==> src/rtl/seg_scan_scheduler.sv <==
// seg_scan_scheduler: scans 4 digit slots onto one 7-seg bus with blanking and per-frame snapshots (optional LEADING_ZERO_BLANK_EN)
module seg_scan_scheduler #(
  parameter int SHOW_CYC  = 50000,
  parameter int BLANK_CYC = 500,
  parameter int CNT_W     = 16
) (
  input  logic        clk,
  input  logic        reset,
  input  logic [15:0] digits,
  input  logic [3:0]  digit_en,
  input  logic [3:0]  dp_in,
  output logic [3:0]  anodes,
  output logic [3:0]  digit_out,
  output logic        dp_out,
  output logic        frame_start
);
  typedef enum logic {BLANK, SHOW} state_t;
  state_t state, state_n;
  logic [1:0] slot, slot_n, sel;
  logic found, wrap;
  logic [CNT_W-1:0] cnt, cnt_n;
  logic [15:0] snap, snap_n;
  logic [3:0] snap_dp, snap_dp_n, an_n, dig_n, eff_live, eff_snap;
  logic dp_n, fs_n;
`ifdef LEADING_ZERO_BLANK_EN
  function automatic logic [3:0] eff_en(input logic [15:0] v, input logic [3:0] en);
    logic nz_above;
    nz_above = 1'b0;
    eff_en = en;
    for (int k = 3; k > 0; k--) begin
      eff_en[k] = en[k] & ((v[4*k +: 4] != 4'd0) | nz_above);
      nz_above = nz_above | (en[k] & (v[4*k +: 4] != 4'd0));
    end
  endfunction
  assign eff_live = eff_en(digits, digit_en);
  assign eff_snap = eff_en(snap, digit_en);
`else
  assign eff_live = digit_en;
  assign eff_snap = digit_en;
`endif
  // pick the first usable slot after the current one; a wrap (index <= slot) begins a new frame and uses live values
  always_comb begin
    logic [1:0] idx;
    found = 1'b0;
    sel = slot;
    wrap = 1'b0;
    for (int i = 4; i >= 1; i--) begin
      idx = slot + 2'(i);
      if ((idx <= slot) ? eff_live[idx] : eff_snap[idx]) begin
        found = 1'b1;
        sel = idx;
        wrap = idx <= slot;
      end
    end
  end
  // next-state and registered-output values for the BLANK/SHOW sequencer
  always_comb begin
    state_n = state;
    cnt_n = cnt;
    slot_n = slot;
    an_n = anodes;
    dig_n = digit_out;
    dp_n = dp_out;
    fs_n = 1'b0;
    snap_n = snap;
    snap_dp_n = snap_dp;
    if (state == BLANK) begin
      if (cnt != CNT_W'(BLANK_CYC - 1)) cnt_n = cnt + 1'b1;
      else if (found) begin
        state_n = SHOW;
        cnt_n = '0;
        slot_n = sel;
        an_n = ~(4'b0001 << sel);
        fs_n = wrap;
        snap_n = wrap ? digits : snap;
        snap_dp_n = wrap ? dp_in : snap_dp;
        dig_n = wrap ? digits[{sel, 2'b00} +: 4] : snap[{sel, 2'b00} +: 4];
        dp_n = wrap ? dp_in[sel] : snap_dp[sel];
      end
    end else if (!digit_en[slot] || cnt == CNT_W'(SHOW_CYC - 1)) begin
      state_n = BLANK;
      cnt_n = '0;
      an_n = 4'b1111;
    end else cnt_n = cnt + 1'b1;
  end
  // state, counter, snapshot and output registers; reset blanks the anodes immediately
  always_ff @(posedge clk or posedge reset) begin
    if (reset) begin
      state <= BLANK;
      slot <= 2'd3;
      cnt <= '0;
      anodes <= 4'b1111;
      digit_out <= 4'd0;
      dp_out <= 1'b0;
      frame_start <= 1'b0;
      snap <= 16'd0;
      snap_dp <= 4'd0;
    end else begin
      state <= state_n;
      slot <= slot_n;
      cnt <= cnt_n;
      anodes <= an_n;
      digit_out <= dig_n;
      dp_out <= dp_n;
      frame_start <= fs_n;
      snap <= snap_n;
      snap_dp <= snap_dp_n;
    end
  end
endmodule
==> config.mk <==
export PLATFORM = sky130hd
export DESIGN_NAME = seg_scan_scheduler
export DESIGN_NICKNAME = d
export VERILOG_FILES = /design/src/rtl/seg_scan_scheduler.sv
export SDC_FILE = /design/constraint.sdc
export NUM_CORES = 1
export LEC_CHECK = 0
export CORE_ASPECT_RATIO = 0.75
export CORE_UTILIZATION = 45
export DETAILED_ROUTE_END_ITERATION = 8
export GPL_TIMING_DRIVEN = 1
export PLACE_DENSITY = 0.7
export SYNTH_ARGS = -nofsm -noshare
export SYNTH_HDL_FRONTEND = slang
export SYNTH_SLANG_ARGS = --single-unit
export TNS_END_PERCENT = 20
==> constraint.sdc <==
create_clock -name clk -period 11.22 [get_ports clk]
set_input_delay 2.805 -clock clk [delete_from_list [all_inputs] [get_ports clk]]
set_output_delay 2.805 -clock clk [all_outputs]
set_load 0.05 [all_outputs]
==> reports/metrics.cfg <==
[outcome]
status = finished, final reports clean

[grt]
grtUsageTotal_pct = 20.2
grt_pass1_vias = 2245
grt_max_degree = 50
antenna_found_initial = 0
overflow = 0
grt_pass1_wl_um = 11600

[floorplanning]
die_h_um = 74.2
start_util_pct = 48.1
ios = 36
die_w_um = 98.3
core_area_sq_um = 6510
rows = 25
dieArea_sq_um = 7300

[sta]
whs_ps = 524
slew_headroom_pct = 22.0
fin_skew_ps = 11.3
final_max_slew_viol_count = 0
period_share_pct = 50.8
final.setup.tns_ps = 0
rsz0062_at_grt = no
setup_viol = 0
max_freq_ghz = 0.175
hold_viol = 0
fin_crit_ps = 5700
tightest_slew_ps = 1170

[setup_path]
cp.arrival_ps = 5890
reg2reg_setup_slack_ps = 6260
crit_path_max_fanout = 25
crit_path_end_kind = register
worst_setup_path_start_kind = primary input
critPathKind = primary input to register
r2r_cells = 7
r2r-start = slot[0]
crit_required_ps = 11410
rr_endpoint = snap[12]

[clocking]
htree_levels = 2
cts_root_buf = clkbuf_8
cts-buffers-inserted = 5
cts_resized = 0
clk_latency_ps = 300
cts_setup_buffers = 0
cts.sinks = 49
path_clk_slew_ps = 90
cts_tree = yes
ctsHoldBuffers = 0
clockBufferDepth = 2

[cells_and_area]
num-fill-cells = 581
layout_common_cells = nand2_1 (52), dfrtp_1 (43), clkdlybuf4s50_1 (35)
final_common_cell = nand2_1
drive_above_1_share_pct = 13.3
area_growth_syn_to_layout_pct = 14.6
nets = 374
n_antenna_cell = 0

[route]
drtPass1Iterations = 7
wl_met2_um = 2830
avgViaCountPerCell = 5.80
wl_met3_um = 353
top_layer = met4
wl_met1_um = 3700
drt_wl_total_um = 6920
dr.first_iter.drc_count = 217
via_count = 2476
avgRoutedWirePerCell_um = 16.2
drc = 0
postRouteAntennaNets = 0

[synthesis]
synth_enable_flop_cells = 0
synth_warnings = 0
netlist_area_sq_um = 3130
ys_seq_area_share_pct = 39.4
synth_ff_type = dfrtp_1
synth_seq_cells = 49
synthArstFlopShare_pct = 100
syn_nets = 351
synth_area_per_cell_sq_um = 9.72
synthDistinctLibCells = 50
syn_inst = 322

[min_path]
hold_path_class = register to register
min-delay-start = snap[2]
holdPathStages = 1
hold_end = snap[2]

[pwr]
irDropWorstVdd_uv = 62.9
p_leak_nw = 1.46
p_per_area_nw_per_um2 = 96.3

[placed_design]
io_buffers = 35
dp_hpwl_um = 4780
routabilityCongestion = 0.842

[run]
cap_violations = 0

## logic make-up (layout without fill, tap and decap cells)
family | Yosys count | in the layout | share of synthesized area, %
compound gates | 63 | 63 | 14.8
xor+xnor | 14 | 14 | 3.92
fa+ha+maj | 3 | 3 | 1.20
buf+inv | 32 | 56 | 5.32
flops | 49 | 49 | 39.4
mux | 42 | 42 | 17.3
simple gates | 119 | 119 | 18.1
## synthesized netlist by cell type, types with 7 or more instances
cell type / count / area, sq um
a211oi_1: 8 / 60.1
inv_1: 12 / 45.0
dfrtp_1: 43 / 1080
o21ai_0: 7 / 35.0
clkbuf_1: 14 / 52.6
nor4_1: 7 / 43.8
nand2_1: 52 / 195
mux2_4: 11 / 165
mux2_2: 12 / 135
o21a_1: 10 / 75.1
xor2_1: 8 / 70.1
nor2_1: 25 / 93.8
a22oi_1: 9 / 67.6
mux2i_1: 15 / 150
## report_power, final
part,internal (W),total (W),switching [W]
clock network,0.0000728,0.000131,0.0000586
logic,0.0000167,0.0000373,0.0000207
registers,0.000177,0.000177,0
total,0.000266,0.000345,0.0000792
## worst max-delay path, cell delays in order
cell and delay (ps):
clkdlybuf4s50_1 520, mux4_2 690, a221oi_1 270, a32o_1 640, and3_4 560, mux2_2 390
## final cells by class
class / count / area (sq um) / share of cell area, %
Tap cell: 81 / 101 / 2.83
Inverter: 13 / 48.8 / 1.36
Clock inverter: 1 / 30.0 / 0.837
Multi-Input combinational cell: 241 / 1740 / 48.4
Sequential cell: 49 / 1230 / 34.4
Timing Repair Buffer: 35 / 350 / 9.77
Clock buffer: 7 / 86.3 / 2.41
## per-stage QoR
stage | area, sq um | cells | utilization, % | setup WS [ps] | total power [W]
3_5_place_dp | 3470 | 419 | 53.3 | 5230 | 0.000217
3_3_place_gp | 3470 | 419 | 53.3 | 5290 | 0.000217
5_1_grt | 3590 | 427 | 55.1 | 5370 | 0.000358
4_1_cts | 3590 | 427 | 55.1 | 5550 | 0.000348
2_1_floorplan | 3130 | 322 | - | 6340 | 0.000201
6_report | 3590 | 427 | 55.1 | 5520 | 0.000345
## worst max-delay path by stage
| stage | startpoint | to | slack, ps | cells past startpoint |
|---|---|---|---|---|
| 5_1_grt | digit_en[2] | snap[11] | 5370 | 6 |
| 2_1_floorplan | digit_en[0] | snap[0] | 6340 | 8 |
| 3_5_place_dp | digit_en[2] | snap[12] | 5230 | 6 |
| 3_3_place_gp | digit_en[2] | snap_dp[0] | 5290 | 6 |
| 6_report | digit_en[2] | snap[12] | 5520 | 6 |
| 4_1_cts | digit_en[2] | snap[14] | 5550 | 6 |
## routing by layer
layer | up-vias | track usage [%]
li1 | 1212 | -
met1 | 1189 | 32.5
met2 | 70 | 28.6
met3 | 5 | 2.91
met4 | 0 | 3.98
met5 | - | 0
## registers in the layout (all words and copies together), names as in the netlist
register     count
slot             2
anodes           4
state            1
frame_start      1
snap            16
digit_out        4
snap_dp          4
dp_out           1
cnt             16
Power figures use the tool's default switching activity.
==> edit 1, RTL diff (same flow settings) <==
Remove the register `frame_start`: a continuous assignment takes its place, so the output `frame_start` follows one clock earlier.
--- a/src/rtl/seg_scan_scheduler.sv
+++ b/src/rtl/seg_scan_scheduler.sv
@@ -92,7 +92,6 @@
       anodes <= 4'b1111;
       digit_out <= 4'd0;
       dp_out <= 1'b0;
-      frame_start <= 1'b0;
       snap <= 16'd0;
       snap_dp <= 4'd0;
     end else begin
@@ -102,9 +101,10 @@
       anodes <= an_n;
       digit_out <= dig_n;
       dp_out <= dp_n;
-      frame_start <= fs_n;
       snap <= snap_n;
       snap_dp <= snap_dp_n;
     end
   end
+
+  assign frame_start = fs_n;
 endmodule
Formal check against the unedited RTL: same outputs for any inputs over 10 cycles, from zero or initial values and one cycle with reset high; that may be too few to reach the edited logic, so the function may still have changed.
==> edit 1 against the unedited design <==
Cell area is 3.7% lower; total power rose by 10%; fmax fell by 33%; register-to-register slack better by 0.75 ns; worst setup slack lost 2.8 ns; the flow now finishes with violations (DRC); critical endpoint is now frame_start; wire length fell by 4.3%; sequential power shrank 2%; sequential cell count is 1 lower; clock skew shrank 0.0024 ns; area after synthesis is 6.5% lower.
==> edit 1: results (changes against the unedited design) <==
** Synthesis
- Leading cell types by total area after synthesis :: sky130_fd_sc_hd__dfrtp_1 (36%), sky130_fd_sc_hd__nand2_1 (11%), sky130_fd_sc_hd__dfstp_2 (5.4%), sky130_fd_sc_hd__nor2_1 (4.5%), sky130_fd_sc_hd__mux2i_1 (3.4%)
- The number of instances in the synthesized netlist was 335 (+4.0%).
- The portion of the post-synthesis area used by sequential elements came to 41.3% (+1.9 points).
- The synthesized net count came to 364 (+3.7%).
- The number of distinct library cell variants in the gate-level netlist after synthesis was 53 (+6.0%).

** Critical path
- The highest fanout seen on the critical path was 21 (-16%).
- Data arrival time of the worst path :: 5.70 ns (-0.19 ns)

** Routing
- Detailed Route Iter0 Violations :: 138 (-36%)
- The wire length after detailed routing was 6.62 mm (-4.3%).
- The number of optimization iterations in the first detailed-route pass was 6 (-1).
- The residual DRC count was 2 (+2).
- WL per Instance :: 14.9 µm (-7.8%)

** Global routing
- The met1 track utilization from global routing is 31.2% (-1.2 points).
- The first-pass GRT wire length is 11.0 mm (-4.6%).
- The met3 usage in global routing was 3.82% (+0.91 points).
- The via count of the first global-routing pass is 2240 (-0.22%).
- The pin count of the biggest net entering global routing came to 49 (-2.0%).
- The global-route track usage on met2 was 31.5% (+2.9 points).
- The total routing usage reported by global routing is 21.2% (+1.0 points).

** Placed design
- The cell total after placement was 435 (+3.8%).
- Placement Setup Slack :: 2.80 ns (-2.43 ns)
- The instance area at placement is 3300 µm² (-5.0%).

** Timing
- The maximum clock skew at final layout is 0.00897 ns (-0.00237 ns).
- The pin slew with the least headroom to its limit was 0.990 ns (-0.175 ns).

** Pwr
- Switch share :: 20.9% (-2.0 points)
- Leakage power of the design :: 1.55 nW (+5.8%)

** Layout
- The fraction of final layout cells with drive strength greater than 1 came to 10.2% (-3.1 points).
- The net count reported at finish came to 390 (+4.3%).

** Hold path
- Worst hold path stage count :: 2 (+1)

** Status
- Result of the run :: finished with violations
- Failing checks :: DRC
## edit 1: logic make-up after synthesis
kind of cell | synth area share (%)
adders and majority gates | 1.28
DFF | 41.3
xor gates and xnor gates | 5.69
muxes | 8.17
AOI/OAI and AO/OA | 10.9
buffers and inverters | 3.89
and+or+nand+nor | 28.7
## edit 1: layout make-up
cell class,count,area [µm²]
Multi-Input combinational cell,265,1610
Timing Repair Buffer,36,358
Fill cell,570,2830
Clock buffer,5,68.8
Sequential cell,48,1210
Inverter,5,18.8
Clock inverter,3,90.1
Tap cell,81,101
## edit 1: power groups by stage
stage               combinational (mW)  clock, mW  sequential, mW
floorplan                       0.0194          0           0.176
global placement                0.0339          0           0.176
detailed placement              0.0344          0           0.176
CTS                             0.0345      0.175           0.173
global route                    0.0379      0.181           0.173
finish                          0.0343      0.173           0.173
## edit 1: worst paths after layout
check / startpoint / end / slack (ns)
max: digit_en[1] / frame_start / 2.71
min: snap[9]$_DFFE_PP0P_ / snap[9]$_DFFE_PP0P_ / 0.47
max reg2reg: slot[0]$_DFFE_PP1P_ / digit_out[2]$_DFFE_PP0P_ / 7.01
min reg2reg: snap[9]$_DFFE_PP0P_ / snap[9]$_DFFE_PP0P_ / 0.47
max in group asynchronous: reset / snap[3]$_DFFE_PP0P_ / 7.56
min in group asynchronous: reset / snap[9]$_DFFE_PP0P_ / 3.04
## edit 1: layer usage
layer / share of wire (%) / wire length [µm]
met4: 1.1 / 74
met2: 45 / 2960
met3: 4.7 / 308
met1: 50 / 3280
met5: 0 / 0
## edit 1: worst max-delay path: stages
cell                              delay (ns)
sky130_fd_sc_hd__clkdlybuf4s50_1        0.63
sky130_fd_sc_hd__mux2i_1                0.18
sky130_fd_sc_hd__mux2i_1                0.37
sky130_fd_sc_hd__a21oi_1                0.13
sky130_fd_sc_hd__o311ai_1               0.51
sky130_fd_sc_hd__nor2_1                 0.11
sky130_fd_sc_hd__buf_4                  0.23
sky130_fd_sc_hd__clkdlybuf4s50_1        0.72
==> edit 2, RTL diff (config.mk and constraints unchanged) <==
Made on the original files. Build with the macro `LEADING_ZERO_BLANK_EN` defined.
--- a/src/rtl/seg_scan_scheduler.sv
+++ b/src/rtl/seg_scan_scheduler.sv
@@ -1,4 +1,6 @@
 // seg_scan_scheduler: scans 4 digit slots onto one 7-seg bus with blanking and per-frame snapshots (optional LEADING_ZERO_BLANK_EN)
+`define LEADING_ZERO_BLANK_EN
+
 module seg_scan_scheduler #(
   parameter int SHOW_CYC  = 50000,
   parameter int BLANK_CYC = 500,
Check against the original RTL: no difference found for any inputs over 10 cycles, from zero or initial values and one cycle with reset high; that may be too few to reach the edited logic, so the function may still have changed.
==> edit 2 against the unedited design <==
Cell area up 6.6%; total power decreased by 2.8%; cell count increased by 7.0%; wire length increased by 18%; clock power barely moved; worst hold slack worse by 0.015 ns; area after synthesis grew 5.0%; non-clock buffer count is 4 higher; via count is 14% higher; sequential cell count unchanged; die area rose by 4.8%; utilization barely moved; count of clock-buffer cells in the layout shrank 2; worst setup slack got worse by 0.68 ns.
==> edit 2: results (changes against the unedited design) <==
** Critical path
- Dominant delay contributor by cell family on the critical path :: compound AO/OA/AOI/OAI gates
- Maximum single-stage delay on the critical path :: 0.64 ns (-0.05 ns)
- The depth of the worst register-to-register path is 12 (+5).
- The reg2reg setup slack was 6.82 ns (+0.56 ns).
- The endpoint identified for the worst register-to-register timing path is snap[3]$_DFFE_PP0P_.
- Biggest fanout along the worst timing path :: 21 (-16%)
- Data arrival time of the worst path :: 6.58 ns (+0.69 ns)

** Hold path
- Hold worst-path end :: anodes[1]$_DFFE_PP1P_
- Hold Path Origin :: anodes[1]$_DFFE_PP1P_
- Worst hold path stage count :: 2 (+1)

** Synthesis
- Post-Synthesis Net Count :: 356 (+1.4%)
- The area share of xor/xnor cells in the synthesized design came to 4.00% (+0.082 points).
- Sequential cell area fraction in the yosys report :: 37.6% (-1.9 points)
- Adder-cell share of the synthesized area :: 1.14% (-0.057 points)
- Cell count after synthesis :: 327 (+1.6%)
- Leading cell types by total area after synthesis :: sky130_fd_sc_hd__dfrtp_1 (33%), sky130_fd_sc_hd__mux2_4 (9.1%), sky130_fd_sc_hd__dfstp_2 (4.8%), sky130_fd_sc_hd__and3_1 (3.6%), sky130_fd_sc_hd__nor2_1 (3.5%)
- By count the netlist is led by sky130_fd_sc_hd__dfrtp_1 (43), sky130_fd_sc_hd__nor2_1 (31), sky130_fd_sc_hd__mux2_4 (20).

** Placed design
- Dpl cells :: 449 (+7.2%)

** Routing
- The final routed wire length divided by cell count was 17.8 µm (+10%).
- The detail-routed via count per cell came to 6.18 (+6.5%).
- The violation count after the first detailed-routing iteration came to 249 (+15%).
- The number of vias after detailed routing came to 2823 (+14%).
- First-pass iteration count of the detailed router :: 5 (-2)

** Status
- Result of the run :: finished, final reports clean

** Global routing
- The total routing usage reported by global routing is 22.3% (+2.1 points).
- The first-pass GRT wire length is 13.5 mm (+17%).
- Vias in the first global route :: 2652 (+18%)

** Layout
- Proportion of layout cells with a drive suffix above 1 :: 16.2% (+2.9 points)
- Nets :: 387 (+3.5%)

** Timing
- The highest attainable clock frequency was 157 MHz (-11%).
- The maximum clock skew at final layout came to 0.0125 ns (+0.00121 ns).
## edit 2: routing by layer
| layer | track usage (%) | part of all wire [%] | up-vias |
|---|---|---|---|
| li1 | - | - | 1323 |
| met3 | 3.94 | 5.9 | 10 |
| met5 | 0 | 0 | - |
| met4 | 5.07 | 1.3 | 0 |
| met1 | 34.0 | 50 | 1362 |
| met2 | 32.8 | 43 | 128 |
## edit 2: report_power, final
| part | switching [mW] | internal, mW |
|---|---|---|
| Sequential | 0 | 0.177 |
| Clock | 0.0640 | 0.0669 |
| Combinational | 0.0152 | 0.0130 |
| Total | 0.0792 | 0.256 |
## edit 2: through the flow
| step | hold WS (ns) | util [%] | total power, mW | setup slack [ns] |
|---|---|---|---|---|
| after floorplan | 0.475 | - | 0.193 | 6.16 |
| after global placement | 0.476 | 53.5 | 0.208 | 4.60 |
| after detailed placement | 0.469 | 53.5 | 0.208 | 4.59 |
| after CTS | 0.502 | 55.1 | 0.339 | 4.92 |
| after global routing | 0.509 | 55.1 | 0.349 | 4.61 |
| final | 0.509 | 55.1 | 0.336 | 4.84 |
## edit 2: cell type report
class                           count  area, µm²  area share, %
Clock buffer                        5       68.8           1.80
Clock inverter                      3       46.3           1.21
Inverter                            7       26.3          0.688
Multi-Input combinational cell    256       1940           50.9
Sequential cell                    49       1230           32.3
Tap cell                           98        123           3.21
Timing Repair Buffer               39        380           9.95
## edit 2: worst min-delay path, cell delays in order (launching register included)
cell	delay (ns)
sky130_fd_sc_hd__dfstp_2	0.38
sky130_fd_sc_hd__nor2_1	0.09
sky130_fd_sc_hd__a21oi_1	0.05
## edit 2: cell families (layout without fill, tap and decap cells)
family / after synthesis / in the layout
compound gates: 96 / 96
mux: 24 / 24
buf+inv: 22 / 54
flops: 49 / 49
fa+ha+maj: 3 / 3
simple gates: 118 / 118
xor+xnor: 15 / 15
## edit 2: worst max path at each step
| stage | startpoint | end | slack (ns) |
|---|---|---|---|
| global route | digits[15] | snap[14]$_DFFE_PP0P_ | 4.61 |
| floorplan | digits[15] | snap[0]$_DFFE_PP0P_ | 6.16 |
| CTS | digit_en[3] | snap[3]$_DFFE_PP0P_ | 4.92 |
| global placement | digit_en[1] | snap_dp[0]$_DFFE_PP0P_ | 4.60 |
| detailed placement | digit_en[3] | snap[3]$_DFFE_PP0P_ | 4.59 |
| finish | digit_en[3] | snap[3]$_DFFE_PP0P_ | 4.84 |
